<file path="src/rtl/ir_pkg.sv">
// Shared types and constants for the multi-byte instruction register and its
// sequencer.
package ir_pkg;

  typedef enum logic [1:0] {
    S_OPC  = 2'd0,
    S_OPND = 2'd1,
    S_HOLD = 2'd2
  } ir_state_t;

  // Two bits per opcode, opcode 0 in the low bits: 0x8-0xB -> 1, 0xC-0xD -> 2.
  localparam logic [31:0] OPLEN_DEFAULT = 32'h0A55_0000;

  function automatic int oplen_sat(input logic [1:0] raw, input int max_ops);
    return (int'(raw) > max_ops) ? max_ops : int'(raw);
  endfunction

endpackage

</file>
<file path="src/rtl/ir_multi_if.sv">
// Bus-side handshake and decoded-instruction bundle of ir_multi.
interface ir_multi_if #(
  parameter int BUS_W        = 8,
  parameter int OPC_W        = 4,
  parameter int MAX_OPERANDS = 2
);
  localparam int CNT_W = $clog2(MAX_OPERANDS + 1);

  logic                          load;
  logic [BUS_W-1:0]              bus;
  logic                          consume;
  logic [OPC_W-1:0]              instr_out;
  logic [BUS_W-OPC_W-1:0]        addr_out;
  logic [MAX_OPERANDS*BUS_W-1:0] operand_out;
  logic [CNT_W-1:0]              operand_cnt;
  logic                          instr_valid;
  logic                          fetch_req;
  logic                          overrun;

  modport master (
    output load, bus, consume,
    input  instr_out, addr_out, operand_out, operand_cnt,
           instr_valid, fetch_req, overrun
  );

  modport slave (
    input  load, bus, consume,
    output instr_out, addr_out, operand_out, operand_cnt,
           instr_valid, fetch_req, overrun
  );
endinterface

</file>
<file path="src/rtl/ir_len_decode.sv">
// Opcode -> operand count, saturated to MAX_OPERANDS. Purely combinational.
module ir_len_decode
  import ir_pkg::*;
#(
  parameter int                      OPC_W        = 4,
  parameter int                      MAX_OPERANDS = 2,
  parameter logic [(2**OPC_W)*2-1:0] OPLEN_MAP    = OPLEN_DEFAULT,
  localparam int                     CNT_W        = $clog2(MAX_OPERANDS + 1)
) (
  input  logic [OPC_W-1:0] opcode,
  output logic [CNT_W-1:0] need
);
  logic [1:0] raw;

  assign raw  = OPLEN_MAP[{opcode, 1'b0} +: 2];
  assign need = CNT_W'(oplen_sat(raw, MAX_OPERANDS));
endmodule

</file>
<file path="src/rtl/ir_multi.sv">
// Multi-byte instruction register: opcode byte plus up to MAX_OPERANDS operands.
// Optional one-byte prefetch skid buffer under `define IR_PREFETCH_EN.
module ir_multi
  import ir_pkg::*;
#(
  parameter int                      BUS_W        = 8,
  parameter int                      OPC_W        = 4,
  parameter int                      MAX_OPERANDS = 2,
  parameter logic [(2**OPC_W)*2-1:0] OPLEN_MAP    = OPLEN_DEFAULT
) (
  input logic        clk,
  input logic        rst,
  ir_multi_if.slave  bus_if
);
  localparam int CNT_W = $clog2(MAX_OPERANDS + 1);

  ir_state_t                             state, state_d;
  logic [BUS_W-1:0]                      opc_byte, opc_src;
  logic [MAX_OPERANDS-1:0][BUS_W-1:0]    operands;
  logic [CNT_W-1:0]                      cnt, idx, need;
  logic                                  overrun;
  logic                                  cap_opc, cap_opnd, set_ovr;

`ifdef IR_PREFETCH_EN
  logic [BUS_W-1:0] skid;
  logic             skid_vld, skid_ld, skid_clr;

  // A buffered byte always precedes anything currently on the bus.
  assign opc_src = skid_vld ? skid : bus_if.bus;
`else
  assign opc_src = bus_if.bus;
`endif

  ir_len_decode #(.OPC_W(OPC_W), .MAX_OPERANDS(MAX_OPERANDS), .OPLEN_MAP(OPLEN_MAP))
    u_len (.opcode(opc_src[BUS_W-1 -: OPC_W]), .need(need));

  always_comb begin
    state_d  = state;
    cap_opc  = 1'b0;
    cap_opnd = 1'b0;
    set_ovr  = 1'b0;
`ifdef IR_PREFETCH_EN
    skid_ld  = 1'b0;
    skid_clr = 1'b0;
`endif
    unique case (state)
      S_OPC: begin
`ifdef IR_PREFETCH_EN
        // A byte buffered during a consume with an empty skid is taken here.
        if (skid_vld) begin
          cap_opc  = 1'b1;
          skid_clr = 1'b1;
          skid_ld  = bus_if.load;
        end else
`endif
        if (bus_if.load) cap_opc = 1'b1;
        if (cap_opc) state_d = (need == '0) ? S_HOLD : S_OPND;
      end
      S_OPND: begin
        if (bus_if.load) begin
          cap_opnd = 1'b1;
          if ((idx + CNT_W'(1)) == cnt) state_d = S_HOLD;
        end
      end
      S_HOLD: begin
`ifdef IR_PREFETCH_EN
        if (bus_if.consume) begin
          if (skid_vld) begin
            cap_opc  = 1'b1;
            skid_clr = 1'b1;
            state_d  = (need == '0) ? S_HOLD : S_OPND;
          end else begin
            state_d = S_OPC;
          end
        end
        if (bus_if.load) begin
          if (!skid_vld || bus_if.consume) skid_ld = 1'b1;
          else                             set_ovr = 1'b1;
        end
`else
        if (bus_if.consume) state_d = S_OPC;
        if (bus_if.load)    set_ovr = 1'b1;
`endif
      end
      default: state_d = S_OPC;
    endcase
  end

  always_ff @(posedge clk or posedge rst) begin
    if (rst) state <= S_OPC;
    else     state <= state_d;
  end

  always_ff @(posedge clk or posedge rst) begin
    if (rst) begin
      opc_byte <= '0;
      operands <= '0;
      cnt      <= '0;
      idx      <= '0;
      overrun  <= 1'b0;
    end else begin
      overrun <= overrun | set_ovr;
      if (cap_opc) begin
        opc_byte <= opc_src;
        operands <= '0;
        cnt      <= need;
        idx      <= '0;
      end
      if (cap_opnd) begin
        for (int k = 0; k < MAX_OPERANDS; k++)
          if (idx == CNT_W'(k)) operands[k] <= bus_if.bus;
        idx <= idx + CNT_W'(1);
      end
    end
  end

`ifdef IR_PREFETCH_EN
  always_ff @(posedge clk or posedge rst) begin
    if (rst) begin
      skid     <= '0;
      skid_vld <= 1'b0;
    end else if (skid_ld) begin
      skid     <= bus_if.bus;
      skid_vld <= 1'b1;
    end else if (skid_clr) begin
      skid_vld <= 1'b0;
    end
  end

  assign bus_if.fetch_req = !(state == S_HOLD && skid_vld);
`else
  assign bus_if.fetch_req = (state != S_HOLD);
`endif

  assign bus_if.instr_out   = opc_byte[BUS_W-1 -: OPC_W];
  assign bus_if.addr_out    = opc_byte[BUS_W-OPC_W-1:0];
  assign bus_if.operand_out = operands;
  assign bus_if.operand_cnt = cnt;
  assign bus_if.instr_valid = (state == S_HOLD);
  assign bus_if.overrun     = overrun;
endmodule

</file>
<file path="src/flat_wrapper.sv">
// flat-port wrapper written by rule: the top's interface ports become plain ports
module ir_multi_flat import ir_pkg::*;
#(
  parameter int                      BUS_W        = 8,
  parameter int                      OPC_W        = 4,
  parameter int                      MAX_OPERANDS = 2,
  parameter logic [(2**OPC_W)*2-1:0] OPLEN_MAP    = OPLEN_DEFAULT
)
  (clk, rst, bus_if_load, bus_if_bus, bus_if_consume, bus_if_instr_out, bus_if_addr_out, bus_if_operand_out, bus_if_operand_cnt, bus_if_instr_valid, bus_if_fetch_req, bus_if_overrun);
  ir_multi_if #(.BUS_W(BUS_W), .OPC_W(OPC_W), .MAX_OPERANDS(MAX_OPERANDS)) bus_if_i ();
  input logic clk;
  input logic rst;
  input wire logic [$bits(bus_if_i.load)-1:0] bus_if_load;
  input wire logic [$bits(bus_if_i.bus)-1:0] bus_if_bus;
  input wire logic [$bits(bus_if_i.consume)-1:0] bus_if_consume;
  output wire logic [$bits(bus_if_i.instr_out)-1:0] bus_if_instr_out;
  output wire logic [$bits(bus_if_i.addr_out)-1:0] bus_if_addr_out;
  output wire logic [$bits(bus_if_i.operand_out)-1:0] bus_if_operand_out;
  output wire logic [$bits(bus_if_i.operand_cnt)-1:0] bus_if_operand_cnt;
  output wire logic [$bits(bus_if_i.instr_valid)-1:0] bus_if_instr_valid;
  output wire logic [$bits(bus_if_i.fetch_req)-1:0] bus_if_fetch_req;
  output wire logic [$bits(bus_if_i.overrun)-1:0] bus_if_overrun;
  assign bus_if_i.load = bus_if_load;
  assign bus_if_i.bus = bus_if_bus;
  assign bus_if_i.consume = bus_if_consume;
  assign bus_if_instr_out = bus_if_i.instr_out;
  assign bus_if_addr_out = bus_if_i.addr_out;
  assign bus_if_operand_out = bus_if_i.operand_out;
  assign bus_if_operand_cnt = bus_if_i.operand_cnt;
  assign bus_if_instr_valid = bus_if_i.instr_valid;
  assign bus_if_fetch_req = bus_if_i.fetch_req;
  assign bus_if_overrun = bus_if_i.overrun;
  ir_multi #(.BUS_W(BUS_W), .OPC_W(OPC_W), .MAX_OPERANDS(MAX_OPERANDS), .OPLEN_MAP(OPLEN_MAP)) u_core (.clk(clk), .rst(rst), .bus_if(bus_if_i));
endmodule
</file>
<file path="config.mk">
export PLATFORM = sky130hd
export DESIGN_NAME = ir_multi_flat
export DESIGN_NICKNAME = d
export VERILOG_FILES = /design/src/rtl/ir_pkg.sv /design/src/rtl/ir_multi_if.sv /design/src/rtl/ir_len_decode.sv /design/src/rtl/ir_multi.sv /design/src/flat_wrapper.sv
export SDC_FILE = /design/constraint.sdc
export NUM_CORES = 1
export LEC_CHECK = 0
export CORE_UTILIZATION = 40
export CTS_CLUSTER_SIZE = 10
export DETAILED_ROUTE_END_ITERATION = 10
export PLACE_DENSITY_LB_ADDON = 0.05
export SYNTH_ARGS = -nofsm -noshare
export SYNTH_HDL_FRONTEND = slang
export SYNTH_SLANG_ARGS = --single-unit
</file>
<file path="constraint.sdc">
create_clock -name clk -period 1.5 [get_ports clk]
set_clock_uncertainty 0.15 [all_clocks]
set_input_delay 0.3 -clock clk [delete_from_list [all_inputs] [get_ports clk]]
set_output_delay 0.3 -clock clk [all_outputs]
set_load 0.1 [all_outputs]
</file>
# ---- After elaboration in Yosys (flattened, before gate mapping)
# Index checks and enable logic that the tools add are counted.
dict set report word_totals {
  ff_bits 31
  out_inout_bits 29
  elab_cells 43
  in_bits 12
}
dict set report op_classes {
  n_eq_ne 9
  add_sub_neg 1
  reduce_logical 5
  n_mux 18
  shifts 1
  bitwise_logic 1
  n_lt_le_gt_ge 1
}
# op count
set ops {}
lappend ops {{16-bit two-way mux} 2}
lappend ops {{32-bit by 6-bit indexed part select with 2-bit output (first input constant)} 1}
lappend ops {{2-bit two-way mux} 8}
lappend ops {{8-bit two-way mux} 2}
lappend ops {{2-bit zero test} 3}
lappend ops {{2-bit inequality test (second input constant)} 3}
lappend ops {{2-bit case mux with 3 select lines} 1}
lappend ops {{1-bit two-way mux} 5}
lappend ops {{2-bit by 1-bit equality test with 1-bit output (second input constant)} 2}
lappend ops {{2-bit by 1-bit inequality test with 1-bit output (second input constant)} 2}
lappend ops {{4-bit AND reduction} 1}
lappend ops {{2-bit by 1-bit adder with 2-bit output (second input constant)} 1}
lappend ops {{2-bit equality test} 1}
lappend ops {{2-bit equality test (second input constant)} 1}
lappend ops {{2-bit greater-than comparator (second input constant)} 1}
lappend ops {{2-bit nonzero test} 1}
lappend ops {{1-bit OR} 1}

# ---- Longest topological paths before layout
# Gate-level depths: netlist (run 1).
dict set report logic_depth {
  depth_word 7
  ltp_mapped 6
  ltp_nobuf 5
}

# ---- Modules after synthesis
# A second synthesis (run 1) with hierarchy kept.
dict set report hier_totals {
  hier_cells 127
  area_unflattened_um2 1373.8
}
# module instances area_per_inst_um2 cells_each seq_area_each_um2
set modules_own_cells {}
lappend modules_own_cells {ir_multi 1 1355.0 125 775.7}
lappend modules_own_cells {ir_len_decode 1 18.8 2 0.0}

# ---- Worst setup path after synthesis (run 1)
# Ideal clock, no wire load.
dict set report synth_path {
  path_type {reg-to-reg}
  from {reg u_core.state[0]}
  to {reg u_core.state[1]}
  path_slack_ns -2.083
  stages_incl_launch_ff 6
  t_required_ns 1.267
  period_less_slack_ns 3.583
  path_buffers 1
  t_arrival_ns 3.350
  setup_time_ns 0.083
  cell_sequence {dfrtp_1 -> buf_2 -> nor2b_1 -> inv_1 -> o22a_1 -> o21ai_0}
}
dict set report synth_between {
  elab_chain_len 3
  word_cells_on_any_way 9
  cone_classes {eq/ne (6); mux (1); reduce/logical (2)}
}
# element line
set synth_lines {}
lappend synth_lines {{start, declared} ir_multi.sv:17} ;# ir_state_t state, state_d;
lappend synth_lines {{start signal, assigned} ir_multi.sv:91} ;# else state <= state_d;
lappend synth_lines {{2-bit equality test *} -}
lappend synth_lines {{net bus_if_instr_valid} flat_wrapper.sv:20} ;# output wire logic [$bits(bus_if_i.instr_valid)-1:0] bus_if_instr_valid;
lappend synth_lines {{2-bit inequality test (no line)} -}
lappend synth_lines {{4-bit AND reduction (no line)} -}
# The timed path passes the listed nets; every way through them passes the cells marked *.
# A chain may end at the register's enable or synchronous reset.

# ---- Worst setup path after layout (run 1)
dict set report layout_path {
  from {reg u_core.state[0]}
  to {out bus_if_fetch_req}
}
dict set report layout_between {
  elab_chain_len 1
}
# element line
set layout_lines {}
lappend layout_lines {{2-bit inequality test} ir_multi.sv:132} ;# assign bus_if.fetch_req = (state != S_HOLD);
lappend layout_lines {{end, declared} flat_wrapper.sv:21} ;# output wire logic [$bits(bus_if_i.fetch_req)-1:0] bus_if_fetch_req;
# No other way between the ends.

==> results of run 1 <==
registers in the layout (all words and copies together), names as in the netlist:
| signal | flops |
|---|---|
| u_core.bus_if.operand_out | 16 |
| u_core.bus_if.overrun | 1 |
| u_core.opc_byte | 8 |
| u_core.state | 2 |
| u_core.bus_if.operand_cnt | 2 |
| u_core.idx | 2 |
cells in the mapped netlist (2+ instances only):
library cell,instances,area (um^2)
nand2_1,38,143
dfrtp_1,31,776
nand3_1,17,85.1
mux2_4,8,120
o21ai_0,5,25.0
inv_1,4,15.0
clkbuf_1,3,11.3
and4b_1,2,20.0
buf_6,2,22.5
ha_1,2,25.0
nand2b_1,2,12.5
nand4b_1,2,17.5
nor2_1,2,7.51
path summary, 6_finish.rpt:
kind | from | endpoint | slack [ns] | cells past startpoint
max | u_core.state[0]$_DFFE_PP0P_ | bus_if_fetch_req | -0.23 | 4
min | rst | u_core.state[0]$_DFFE_PP0P_ | 0.11 | 3
max reg2reg | u_core.state[1]$_DFFE_PP0P_ | u_core.opc_byte[2]$_DFFE_PP0P_ | -0.21 | 4
min reg2reg | u_core.bus_if.overrun$_DFF_PP0_ | u_core.bus_if.overrun$_DFF_PP0_ | 0.38 | 1
max in group asynchronous | rst | u_core.bus_if.operand_out[9]$_DFF_PP0_ | 0.82 | 3
min in group clk | u_core.bus_if.overrun$_DFF_PP0_ | u_core.bus_if.overrun$_DFF_PP0_ | 0.38 | 1
routing by layer:
layer	routed length, um	vias up	GRT usage [%]
met3	200	9	6.18
met4	73	0	10.7
met5	0	-	0
met1	1450	596	26.9
met2	1780	43	37.8
li1	-	570	-
placed cells by master, fill, tap and decap left out:
cell,count
or3b_1,1
nor2_1,2
mux2_4,8
nor4_2,1
nand2_1,38
nand2b_1,2
clkbuf_4,5
and4_1,1
inv_1,1
bufinv_16,1
xor2_1,1
xnor2_1,1
buf_4,23
ha_4,1
nand4b_1,2
clkbuf_8,1
dfrtp_4,1
o21ai_0,4
dfrtp_1,29
buf_6,4
nand3_1,17
nor2b_4,1
clkdlybuf4s50_1,11
o22a_1,1
ha_1,1
inv_2,3
a21boi_0,1
a21o_1,1
nand3b_1,1
buf_12,29
and4b_1,2
o21ai_1,1
dfrtp_2,1
clkinv_2,1
stage by stage:
step                instance area [um^2]  hold slack, ns  worst slack, ns  util, %
finish                              2410           0.114           -0.228     76.3
global route                        2410           0.157           -0.266     76.3
CTS                                 2380           0.107           -0.232     75.4
detailed placement                  2250           0.342           -0.438     71.2
global placement                    2250           0.322           -0.423     71.2
floorplan                           1400           0.253           -0.748        -
tightest hold or removal path: cells and delay by family:
| kind | cells | cell delay, ns |
|---|---|---|
| buffers and inverters | 3 | 0.67 |
repair_timing:
action,4_1_cts,5_1_grt
resized for setup,8,1
endpoints found under the hold margin,0,0
pin swaps,2,1
setup buffers,3,4
cloned,0,0
endpoints found under the setup margin,15,23
cell type report:
class,instances,area share (%)
sequential,31,32.4
tap,44,2.29
timing repair buffer,67,37.8
clock inverter,2,1.46
inverter,4,0.624
multi-input combinational,88,23.3
clock buffer,6,2.13
logic make-up after synthesis:
logic type	synth area share (%)
simple gates	23.5
flops	56.6
buf+inv	4.47
compound gates	3.56
mux	8.76
xor+xnor	1.28
fa+ha+maj	1.82
==> results.json, run 1 <==
{
  "status": "finished with violations",
  "violations": "negative setup slack",
  "arrival_ns": 1.28,
  "seqCellArea_um2": 781,
  "grt_util_all_layers_pct": 22.5,
  "ys_seq_area_share_pct": 56.6,
  "htreeDepth": 2,
  "yosys_most_used_dff": "dfrtp_1",
  "worstPathMaxFanout": 3,
  "fin_crit_ns": 1.73,
  "required_ns": 1.05,
  "num_antenna_cells": 0,
  "via_per_inst": 5.03,
  "cts_buffer_depth": 2,
  "routedWlPerCell_um": 14.5,
  "grt_start_max_net_pins": 22,
  "yosys_warnings": 0,
  "drtPass1Iterations": 4,
  "io_pins": 41,
  "cts_tree": "done",
  "setup_ws_ns": -0.228,
  "path_class": "flop to output port",
  "min_path_type": "input port to async pin",
  "start_util_pct": 43.5,
  "dp_hpwl_um": 2510,
  "vias": 1218,
  "fin_tns_setup_ns": -3.20,
  "cpMaxStageDelayCell": "dfrtp_1",
  "core_mm2": 0.00315,
  "async_reset_ff_share_pct": 100,
  "io_buffers": 40,
  "grt_pass1_wl_um": 5870,
  "clock-root-buffer": "clkbuf_4",
  "slew_viol_final": 0,
  "max_freq_mhz": 579,
  "slew_headroom_pct": 82.3,
  "die_y_um": 60.6,
  "multi_input_area_um2": 561,
  "clk_pin_slew_ns": 0.10,
  "antenna_found_initial": 0,
  "cts_hold_buf": 0,
  "hold_viol_final": 0,
  "die_w_um": 60.6,
  "cp_cell_sequence": "buf_6 > nor2b_4 > inv_2 > buf_12",
  "place.gp.congestion": 0.747,
  "tightest_slew_ns": 0.266,
  "synth_area_per_cell_um2": 10.5,
  "rsz0062_at_grt": "true",
  "nets": 211,
  "overflow": 0,
  "clock_sinks": 31,
  "synth_cell_types": 25,
  "routed_wl_um": 3510,
  "rows": 20,
  "synth-edff-count": 0,
  "grt_pass1_vias": 1269,
  "instances_no_fill": 242,
  "end_kind": "output port",
  "crit_family": "flip-flops",
  "ys_ff_latch": 31,
  "placedCellCount": 227,
  "drtAntennaViolNets": 0,
  "start_kind": "flop",
  "syn-num-nets": 144,
  "fin_crit_sh_pct": 115,
  "post-route-drc-count": 0,
  "drt-initial-drc-count": 54,
  "synth_cells": 130,
  "drive_above_1_share_pct": 40.4,
  "worst-path-buf-inv": 3,
  "maxCapViolCount": 0,
  "worstSkewPairLatency_ns": 0.34,
  "syn_to_final_growth_pct": 75.5,
  "numCtsBuffers": 5,
  "slowest_delay_ns": 0.41,
  "syn_area_mm2": 0.00137,
  "setup_violations": 29,
  "dieArea_mm2": 0.00367,
  "nFillCells": 224
}
Power of run 1 is not shown: default switching activity piles up to over one toggle a cycle in this logic, so the estimate is an artifact.
==> inputs of run 2 (changes only) <==
CELL_PAD_IN_SITES_DETAIL_PLACEMENT = 0   (was default)
CELL_PAD_IN_SITES_GLOBAL_PLACEMENT = 2   (was default)
CORE_MARGIN = 3   (was default)
CORE_UTILIZATION = 25   (was 40)
==> results.json, run 2 (synthesis results as in run 1) <==
{
  "core_mm2": 0.00520,
  "numCtsBuffers": 5,
  "hold_ws_ns": 0.225,
  "drtPass1Iterations": 4,
  "io_pins": 41,
  "status": "finished with violations",
  "max_freq_mhz": 611,
  "layout.cells.most_common_list": "37 x nand2_1, 32 x buf_12, 29 x dfrtp_1",
  "rsz0062_at_grt": "true",
  "cts_buffer_depth": 2,
  "path_class": "flop to output port",
  "syn_to_final_growth_pct": 90.8,
  "cts_tree": "done",
  "rows": 26,
  "dieArea_mm2": 0.00641,
  "post-route-drc-count": 0,
  "detailedPlace.worstSlack_ns": -0.446,
  "setup_ws_ns": -0.136,
  "io_buffers": 40,
  "slew_headroom_pct": 82.1,
  "routed_wl_um": 4020,
  "fin_crit_ns": 1.64,
  "min_path_type": "input port to async pin",
  "overflow": 0,
  "grt_pass1_wl_um": 5820,
  "die_y_um": 80.1,
  "cts_hold_buf": 0,
  "worstSkewPairLatency_ns": 0.28,
  "arrival_ns": 1.19,
  "cpMaxStageDelayCell": "dfrtp_1",
  "slew_viol_final": 0,
  "via_per_inst": 4.30,
  "drtAntennaViolNets": 0,
  "cp_cell_sequence": "buf_6 > nor2b_4 > inv_2 > buf_12",
  "tightest_slew_ns": 0.266,
  "vias": 1152,
  "nets": 211,
  "drive_above_1_share_pct": 49.5,
  "worstPathMaxFanout": 3,
  "required_ns": 1.05,
  "dp_hpwl_um": 2530,
  "clock_sinks": 31,
  "violations": "negative setup slack",
  "start_util_pct": 26.3,
  "slowest_delay_ns": 0.39,
  "layout.cells.most_common": "nand2_1",
  "routedWlPerCell_um": 15.0,
  "grt_pass1_vias": 1066,
  "num_antenna_cells": 0,
  "place.gp.congestion": 0.757,
  "die_w_um": 80.1,
  "setup_violations": 17,
  "drt-initial-drc-count": 32,
  "start_kind": "flop",
  "fin_crit_sh_pct": 109,
  "grt_start_max_net_pins": 32,
  "end_kind": "output port",
  "clock-root-buffer": "clkbuf_8",
  "largest_register_ffs": 16,
  "maxCapViolCount": 0,
  "grt_util_all_layers_pct": 12.3,
  "htreeDepth": 2,
  "antenna_found_initial": 0,
  "clk_pin_slew_ns": 0.06,
  "hold_viol_final": 0
}
[run 2: routing by layer]
layer | wire [um] | global-route usage (%) | vias up
li1 | - | - | 562
met1 | 1960 | 17.7 | 542
met2 | 1790 | 16.7 | 42
met3 | 219 | 4.60 | 6
met4 | 48 | 4.05 | 0
met5 | 0 | 0 | -
[run 2: worst paths after layout]
check / from / to / slack, ns / depth (start not counted)
min in group clk: bus_if_load / u_core.bus_if.overrun$_DFF_PP0_ / 0.29 / 3
max in group asynchronous: rst / u_core.bus_if.operand_cnt[0]$_DFFE_PP0P_ / 0.78 / 3
hold reg to reg: u_core.idx[1]$_DFFE_PP0P_ / u_core.idx[1]$_DFFE_PP0P_ / 0.36 / 2
setup reg to reg: u_core.state[1]$_DFFE_PP0P_ / u_core.opc_byte[3]$_DFFE_PP0P_ / -0.09 / 3
hold / removal: rst / u_core.opc_byte[0]$_DFFE_PP0P_ / 0.22 / 3
setup / recovery: u_core.state[0]$_DFFE_PP0P_ / bus_if_fetch_req / -0.14 / 4
[run 2: layout make-up]
type / count / area (um^2)
clock buffer: 7 / 76.3
clock inverter: 1 / 5.00
fill: 479 / 2590
inverter: 4 / 15.0
multi-input combinational: 88 / 657
sequential: 31 / 781
tap: 70 / 87.6
timing repair buffer: 67 / 995
[run 2: critical path, delay by kind of cell, from the launching register on]
| kind | cells | cell delay, ns |
|---|---|---|
| buf+inv | 3 | 0.36 |
| flops | 1 | 0.39 |
| simple gates | 1 | 0.16 |
[run 2: per-stage QoR]
step	cell area (um^2)	TNS, ns	utilization [%]	std cells
floorplan	1400	-1.41	-	130
global placement	2300	-9.73	44.1	252
detailed placement	2300	-10.00	44.1	252
CTS	2410	-2.27	46.3	263
global route	2620	-2.26	50.3	268
finish	2620	-0.938	50.3	268
[run 2: what timing repair did]
item	4_1_cts	5_1_grt
buffers inserted	3	2
gates resized for setup	6	28
pin swaps	2	19
gates cloned	0	3
setup endpoints to repair	21	30
Power of run 2 is left out for the same reason.
==> inputs of run 3 (changes only) <==
CELL_PAD_IN_SITES_DETAIL_PLACEMENT = default   (was 0)
CELL_PAD_IN_SITES_GLOBAL_PLACEMENT = default   (was 2)
CORE_UTILIZATION = 40   (was 25)
==> results.json, run 3 (synthesis results as in run 1) <==
{
  "grt_start_max_net_pins": 19,
  "cts_buffer_depth": 2,
  "detailedPlace.worstSlack_ns": -0.429,
  "clock-root-buffer": "clkbuf_4",
  "fin_crit_ns": 1.70,
  "die_y_um": 64.6,
  "crit-reg2reg-capture": "u_core.opc_byte[1]$_DFFE_PP0P_",
  "overflow": 0,
  "htreeDepth": 2,
  "slew_headroom_pct": 78.9,
  "post-route-drc-count": 0,
  "drtPass1Iterations": 4,
  "path_class": "flop to output port",
  "violations": "negative setup slack",
  "routed_wl_um": 3570,
  "io_pins": 41,
  "worstPathMaxFanout": 3,
  "dieArea_mm2": 0.00417,
  "io_buffers": 40,
  "min_path_type": "input port to async pin",
  "grt_util_all_layers_pct": 18.6,
  "dp_hpwl_um": 2490,
  "reg2reg_depth": 4,
  "required_ns": 1.05,
  "slew_viol_final": 0,
  "die_w_um": 64.6,
  "largest_register_ffs": 16,
  "place.gp.congestion": 0.791,
  "status": "finished with violations",
  "reg2reg_slack_ns": -0.16,
  "drtAntennaViolNets": 0,
  "vias": 1192,
  "clock_sinks": 31,
  "fin_crit_sh_pct": 113,
  "max_freq_mhz": 588,
  "cts_tree": "done",
  "hold_viol_final": 0,
  "drive_above_1_share_pct": 40.8,
  "setup_ws_ns": -0.200,
  "num_antenna_cells": 0,
  "worstSkewPairLatency_ns": 0.33,
  "maxCapViolCount": 0,
  "start_kind": "flop",
  "start_util_pct": 43.5,
  "syn_to_final_growth_pct": 72.8,
  "grt_pass1_wl_um": 5780,
  "routedWlPerCell_um": 14.9,
  "layout.cells.most_common_list": "36 x nand2_1, 29 x buf_12, 29 x dfrtp_1",
  "end_kind": "output port",
  "arrival_ns": 1.25,
  "rows": 20,
  "setup_violations": 26,
  "drt-initial-drc-count": 30,
  "antenna_found_initial": 0,
  "numCtsBuffers": 5,
  "rsz0062_at_grt": "true",
  "core_mm2": 0.00315,
  "tightest_slew_ns": 0.314,
  "grt_pass1_vias": 1165,
  "clk_pin_slew_ns": 0.09,
  "cts_hold_buf": 0,
  "via_per_inst": 4.97,
  "worstReg2RegStart": "u_core.state[1]$_DFFE_PP0P_",
  "nets": 209,
  "layout.cells.most_common": "nand2_1"
}
## run 3: cell types whose count changed in the layout (fill, tap and decap cells not counted), moves of 3 or more
cell	before	now
buf_4	17	20
clkbuf_8	5	0
clkbuf_4	0	5
buf_12	32	29
nand3_2	16	1
nand3_1	1	16
## run 3: through the flow
step                area (um^2)  hold WS [ns]  utilization [%]  TNS [ns]  cells
CTS                        2320         0.133             73.6     -2.49    236
detailed placement         2200         0.335             69.8     -9.04    221
global placement           2200         0.317             69.8     -8.99    221
floorplan                  1400         0.253                -     -1.41    130
finish                     2370         0.134             75.2     -3.43    240
global route               2370         0.142             75.2     -4.69    240
## run 3: critical path, cell delays in order, from the launching register on
cell and delay (ns):
dfrtp_1 0.40, buf_6 0.13, nor2b_4 0.15, inv_2 0.07
buf_12 0.16
## run 3: worst max path at each step
stage,from,endpoint,slack (ns),cells past startpoint
5_1_grt,u_core.state[0]$_DFFE_PP0P_,bus_if_fetch_req,-0.26,4
4_1_cts,u_core.state[0]$_DFFE_PP0P_,bus_if_fetch_req,-0.20,4
3_3_place_gp,bus_if_load,u_core.opc_byte[0]$_DFFE_PP0P_,-0.43,4
2_1_floorplan,u_core.state[0]$_DFFE_PP0P_,u_core.state[1]$_DFFE_PP0P_,-0.75,5
6_report,u_core.state[0]$_DFFE_PP0P_,bus_if_fetch_req,-0.20,4
3_5_place_dp,bus_if_load,u_core.opc_byte[5]$_DFFE_PP0P_,-0.43,4
## run 3: routing by layer
layer	track usage [%]	up-vias	wire, um	share of wire [%]
met4	10.6	0	95	2.7
met2	27.1	44	1690	47
li1	-	565	-	-
met1	24.5	573	1540	43
met5	0	-	0	0
met3	5.37	10	241	6.8
## run 3: area by class of cell
type                       instances  area (um^2)
sequential                        31          781
clock buffer                       7         45.0
tap                               44         55.1
timing repair buffer              65          897
multi-input combinational         88          572
clock inverter                     1         5.00
inverter                           4         15.0
fill                             214          783
## run 3: what timing repair did
action	in CTS	in global routing
gates resized for setup	11	6
pin swaps	0	2
setup endpoints to repair	15	31
endpoints found under the hold margin	0	0
buffers inserted	7	5
Power of run 3 is left out for the same reason.
